===== config.mk =====
export PLATFORM = sky130hd
export DESIGN_NAME = strobe_scheduler
export DESIGN_NICKNAME = d
export VERILOG_FILES = /design/src/rtl/strobe_scheduler.sv
export SDC_FILE = /design/constraint.sdc
export NUM_CORES = 1
export LEC_CHECK = 0
export ABC_AREA = 1
export CAP_MARGIN = 0
export CORE_MARGIN = 1
export CORE_UTILIZATION = 40
export CTS_BUF_LIST = sky130_fd_sc_hd__clkbuf_16
export DETAILED_ROUTE_END_ITERATION = 6
export SYNTH_ARGS = -nofsm -noshare
export SYNTH_HDL_FRONTEND = slang
export SYNTH_SLANG_ARGS = --single-unit

===== constraint.sdc =====
create_clock -name CLK10HZ -period 1.34 [get_ports CLK10HZ]
set_input_delay 0.201 -clock CLK10HZ [delete_from_list [all_inputs] [get_ports CLK10HZ]]
set_output_delay 0.201 -clock CLK10HZ [all_outputs]
set_load 0.02 [all_outputs]

===== src/rtl/strobe_scheduler.sv =====
// Shared strobe arbiter: three fixed-priority requesters share one strobe output,
// with per-requester strobe lengths, a forced off-time after each strobe and preemption by id 2.
module strobe_scheduler #(
  parameter int unsigned DUR0     = 3,
  parameter int unsigned DUR1     = 5,
  parameter int unsigned DUR2     = 10,
  parameter int unsigned COOLDOWN = 2
) (
  input  logic       CLK10HZ,
  input  logic       RESET,
  input  logic       ENABLE,
  input  logic [2:0] REQ,
  output logic       STROBE_CONTROL,
  output logic [1:0] ACTIVE_ID,
  output logic [2:0] GRANT,
  output logic       BUSY,
  output logic [2:0] PENDING
);

  // Clamp a tick count into the 8-bit counter; min_one maps 0 to 1.
  function automatic logic [7:0] clamp_ticks(input int unsigned v, input logic min_one);
    logic [7:0] r;
    if (v == 0) begin
      r = min_one ? 8'd1 : 8'd0;
    end else if (v > 255) begin
      r = 8'd255;
    end else begin
      r = v[7:0];
    end
    return r;
  endfunction

  localparam logic [7:0] Dur0Ticks = clamp_ticks(DUR0, 1'b1);
  localparam logic [7:0] Dur1Ticks = clamp_ticks(DUR1, 1'b1);
  localparam logic [7:0] Dur2Ticks = clamp_ticks(DUR2, 1'b1);
  localparam logic [7:0] CoolTicks = clamp_ticks(COOLDOWN, 1'b0);

  typedef enum logic [1:0] {StIdle, StStrobe, StCooldown} state_e;

  state_e     state_q;
  logic [7:0] cnt_q;

  logic [2:0] elig;
  logic [1:0] top_id;
  logic [2:0] top_oh;
  logic [7:0] top_dur;
  logic [2:0] act_oh;
  logic       start_grant;
  logic       preempt;
  logic       last_tick;

  always_comb begin
    elig    = PENDING | REQ;
    top_id  = 2'd0;
    top_dur = Dur0Ticks;
    if (elig[2]) begin
      top_id  = 2'd2;
      top_dur = Dur2Ticks;
    end else if (elig[1]) begin
      top_id  = 2'd1;
      top_dur = Dur1Ticks;
    end
    top_oh    = 3'b001 << top_id;
    act_oh    = 3'b001 << ACTIVE_ID;
    last_tick = (cnt_q <= 8'd1);
    // The final cooldown edge counts as the first idle edge, so a waiting request
    // starts there and the off-gap is exactly the cooldown length.
    start_grant = (|elig) &&
                  ((state_q == StIdle) || ((state_q == StCooldown) && last_tick));
    preempt     = (state_q == StStrobe) && (ACTIVE_ID != 2'd2) && elig[2];
  end

  always_ff @(posedge CLK10HZ) begin
    if (RESET || !ENABLE) begin
      state_q        <= StIdle;
      cnt_q          <= 8'd0;
      STROBE_CONTROL <= 1'b0;
      ACTIVE_ID      <= 2'd0;
      GRANT          <= 3'b000;
      BUSY           <= 1'b0;
      PENDING        <= 3'b000;
    end else begin
      GRANT <= 3'b000;
      if (start_grant) begin
        state_q        <= StStrobe;
        cnt_q          <= top_dur;
        STROBE_CONTROL <= 1'b1;
        ACTIVE_ID      <= top_id;
        GRANT          <= top_oh;
        BUSY           <= 1'b1;
        PENDING        <= elig & ~top_oh;
      end else if (preempt) begin
        // Preempted requester is dropped, not re-pended.
        cnt_q     <= Dur2Ticks;
        ACTIVE_ID <= 2'd2;
        GRANT     <= 3'b100;
        PENDING   <= elig & ~3'b100 & ~act_oh;
      end else begin
        unique case (state_q)
          StIdle: begin
            PENDING <= elig;
          end
          StStrobe: begin
            PENDING <= elig & ~act_oh;
            if (last_tick) begin
              STROBE_CONTROL <= 1'b0;
              ACTIVE_ID      <= 2'd0;
              if (CoolTicks != 8'd0) begin
                state_q <= StCooldown;
                cnt_q   <= CoolTicks;
              end else begin
                state_q <= StIdle;
                cnt_q   <= 8'd0;
                BUSY    <= 1'b0;
              end
            end else begin
              cnt_q <= cnt_q - 8'd1;
            end
          end
          StCooldown: begin
            PENDING <= elig;
            if (last_tick) begin
              state_q <= StIdle;
              cnt_q   <= 8'd0;
              BUSY    <= 1'b0;
            end else begin
              cnt_q <= cnt_q - 8'd1;
            end
          end
          default: begin
            state_q <= StIdle;
            cnt_q   <= 8'd0;
            BUSY    <= 1'b0;
            PENDING <= 3'b000;
          end
        endcase
      end
    end
  end

endmodule


==> impl_summary.md <==
Run status
The run finished, with violations left. The checks that failed: design-rule violations, negative setup slack.

Logic synthesis
Counting distinct cell types in the post-synthesis netlist gives 23. The most instantiated flip-flop cell in the synthesis netlist is sky130_fd_sc_hd__dfxtp_1. The fraction of post-synthesis cell area in the top cell type by area is 33.5%. The mapped netlist covers 1200 µm². The synthesized instance count is 178. The mean instance size in the synthesized netlist is 6.72 µm². The number of synthesized register bits is 20. Ranked by instance count, the synthesized netlist is headed by 47 x sky130_fd_sc_hd__nand2_1, 24 x sky130_fd_sc_hd__nor2_1, 21 x sky130_fd_sc_hd__inv_1, 20 x sky130_fd_sc_hd__dfxtp_1, 11 x sky130_fd_sc_hd__a21oi_1. The most common cell in the synthesized netlist is sky130_fd_sc_hd__nand2_1. The share of synthesized registers carrying an async set or reset is 0%.

The number of synthesized flops with an enable pin is 0. The sequential element share of the synthesized area is 33.5%. The largest total area in the synthesized netlist belongs to sky130_fd_sc_hd__dfxtp_1. Counting every net in the synthesized netlist gives 190. The total number of yosys warnings is 0.

Yosys attributes the largest share of cell area to sky130_fd_sc_hd__dfxtp_1 33%, sky130_fd_sc_hd__nand2_1 15%, sky130_fd_sc_hd__nor2_1 7.5%.

Floorplan
16 I/O pins were placed. The chip width is 56.7 µm. After floorplanning, the core was sized to cover 2810 µm².

The floorplan step set the die height to 56.7 µm. The initialized floorplan defines 19 standard-cell rows. The floorplan die area is 3210 µm². The initial utilization of the core area, before any placement, comes to 42.6%.

STA
After layout, the worst path uses 116% of the clock period. The number of max-slew violations in the final report came to 0. Setup repair after global routing could not meet its margin everywhere.

The worst setup skew after layout is 4.21 ps. The final critical-path setup slack is -217 ps. Setup violations remaining at the end of the flow were counted as 19. The worst path in the final design needs a cycle of 1560 ps, including I/O delays and setup. Measured against its own limit, the worst slew margin works out to 66.1%.

At the pin with the least slew margin, the transition time is 507 ps. The final number of hold-violating endpoints is 0. The maximum operating frequency is 642 MHz.

Placed design
The HPWL after detailed placement is 2280 µm. Port buffering added 15 buffers. After detailed placement, the design holds a cell count of 250. Prior to clock tree synthesis, the placed netlist has a worst setup slack of -321 ps. Summing all placed instances gives a cell area of 1590 µm². The placer's final routability congestion estimate is 0.861.

Pwr
Internal power comes to 1.36 mW. The power dissipated by switching net loads is 698 µW. The power per unit of standard cell area is 1070 nW/µm². The part of the total power dissipated in sequential elements is 32.1%. The worst-case IR drop observed on VDD is 0.000768 V. The share of total power consumed by net switching is 33.9%. The total leakage power is 0.929 nW. The proportion of power drawn by the clock network is 30.3%.

The logic gate share of total power is 37.6%.

Global routing
The number of antenna violations at the first check in global routing came to 0. The global-route usage over all layers is 22.9%. The first global-routing pass estimated 5560 µm of wire. The residual overflow from global routing is 0. Entering global routing, the biggest net connects 11 pins. The via count of the first global-routing pass is 1280.

Route
The remaining number of nets flagged by the antenna check after routing is 0. The via count is 1291. The total detailed-routing wirelength is 3540 µm. The first TritonRoute pass finished after 6 iterations. In the routed design, unresolved DRC markers number 2. After detailed routing, the average wire length per cell comes to 13.7 µm.

For this block, the initial DRC count from the detailed router was 45. The post-detailed-route via-to-cell ratio is 4.98.

Worst setup path
The arrival time of the worst setup path is 1740 ps. The critical path required time is 1520 ps. The most critical setup path has its startpoint at cnt_q[1]$_SDFFE_PP0P_. The startpoint of the worst register-to-register path is cnt_q[1]$_SDFFE_PP0P_.

The critical path launch point type is a register. The critical path is of the reg2reg type. The sort of element at the end of the critical path is a register.

Along the worst path, the maximum fanout reaches 5.

Flow run
The max-capacitance violation count is 0.

Final layout
The synthesis-to-layout area growth is 61.6%. The final layout contains 242 nets. The total of fill cells in the finished design is 223.

The post-route netlist has 40.8% of its cells at a drive strength greater than 1. Measured on the finished design, the core utilization comes to 68.9%. The antenna diode count is 0. The area occupied by multi-input gates is 903 µm².

After the flow finishes, the layout carries non-filler instances totaling 259. Once layout is done, the placed cells without fillers occupy 1930 µm². Across the whole layout, storage elements account for 410 µm².

Clocking
The CTS tree is yes. The TritonCTS sink count is 20. The longest clock path from root to sink contains 2 buffers. The number of clock buffers added by TritonCTS is 3. Clock-pin slew was measured on the worst setup and hold paths at 60 ps. The cell sitting at the root of the clock tree is a sky130_fd_sc_hd__clkbuf_16. The later pin in the worst-skew pair is clocked with a latency of 260 ps. The number of levels the H-tree was split into is 1.

Hold path
The beginning of the worst hold path is STROBE_CONTROL$_SDFFE_PP0P_. The class of the most critical hold timing path is reg2reg.
cells by family after synthesis:
group | synth area share, %
simple gates | 38.5
buf+inv | 8.79
compound gates | 10.0
flops | 33.5
fa+ha+maj | 6.28
xor+xnor | 2.93
cells in the final DEF, fill, tap and decap left out, drive strengths merged:
cell           instances
dfxtp                 20
a21oi                 12
nor2                  30
nand3b                 1
buf                   32
inv                   27
o211ai                 1
o21ai                  7
a31oi                  1
clkdlybuf4s50          5
ha                     6
clkinv                 1
dlygate4sd2           10
nand3                  8
clkbuf                 3
nand2                 53
a21boi                 1
nor3                   5
nand4                  1
xor2                   4
critical path, cell delays in order, from the launching register on:
cell and delay (ps):
sky130_fd_sc_hd__dfxtp_2 350, sky130_fd_sc_hd__inv_4 50, sky130_fd_sc_hd__ha_4 170, sky130_fd_sc_hd__nor2_4 100, sky130_fd_sc_hd__nor2_2 50, sky130_fd_sc_hd__nand2_4 100, sky130_fd_sc_hd__o211ai_1 230, sky130_fd_sc_hd__nor2_4 230
sky130_fd_sc_hd__nand2_1 80, sky130_fd_sc_hd__a21oi_1 120
worst paths after layout:
kind                                 end  cells after the start  slack, ps
max                cnt_q[0]$_SDFFE_PP0P_                      9       -220
min          STROBE_CONTROL$_SDFFE_PP0P_                      2        460
max reg2reg        cnt_q[0]$_SDFFE_PP0P_                      9       -220
min reg2reg  STROBE_CONTROL$_SDFFE_PP0P_                      2        460
routing by layer:
metal	track usage [%]	routed length, µm
met1	29.1	1570
met2	37.8	1750
met3	3.46	129
met4	10.4	96
met5	0	0
cell type report:
cell class	instances	area share (%)
clock buffers	3	3.88
inverters	28	5.95
multi-input cells	130	46.7
repair buffers	47	20.2
well taps	31	2.01
flip-flops and latches	20	21.2
repair_timing:
item / in CTS / in global routing
hold buffers: 0 / 0
setup endpoints to repair: 30 / 20
cloned: 0 / 0
pin swaps: 13 / 8
buffers inserted: 4 / 2
resized for setup: 40 / 27
power by group through the flow:
stage | logic (mW) | clock network [mW] | registers (mW)
floorplan | 0.338 | 0 | 0.695
global placement | 0.581 | 0 | 0.669
detailed placement | 0.584 | 0 | 0.670
CTS | 0.665 | 0.629 | 0.660
global route | 0.837 | 0.665 | 0.666
finish | 0.774 | 0.624 | 0.662
per-stage QoR:
stage | hold WS, ps | setup TNS (ps) | total power, mW
2_1_floorplan | 370 | -1.09 | 1.03
3_3_place_gp | 458 | -4110 | 1.25
3_5_place_dp | 458 | -4840 | 1.25
4_1_cts | 464 | -1720 | 1.95
5_1_grt | 505 | -3790 | 2.17
6_report | 459 | -2190 | 2.06
state kept, by name, indices dropped and copies added, names as in the netlist:
register / flops
GRANT: 3
cnt_q: 8
PENDING: 3
STROBE_CONTROL: 1
ACTIVE_ID: 2
BUSY: 1
state_q: 2
Note: power is estimated with default switching activity, not from simulation.
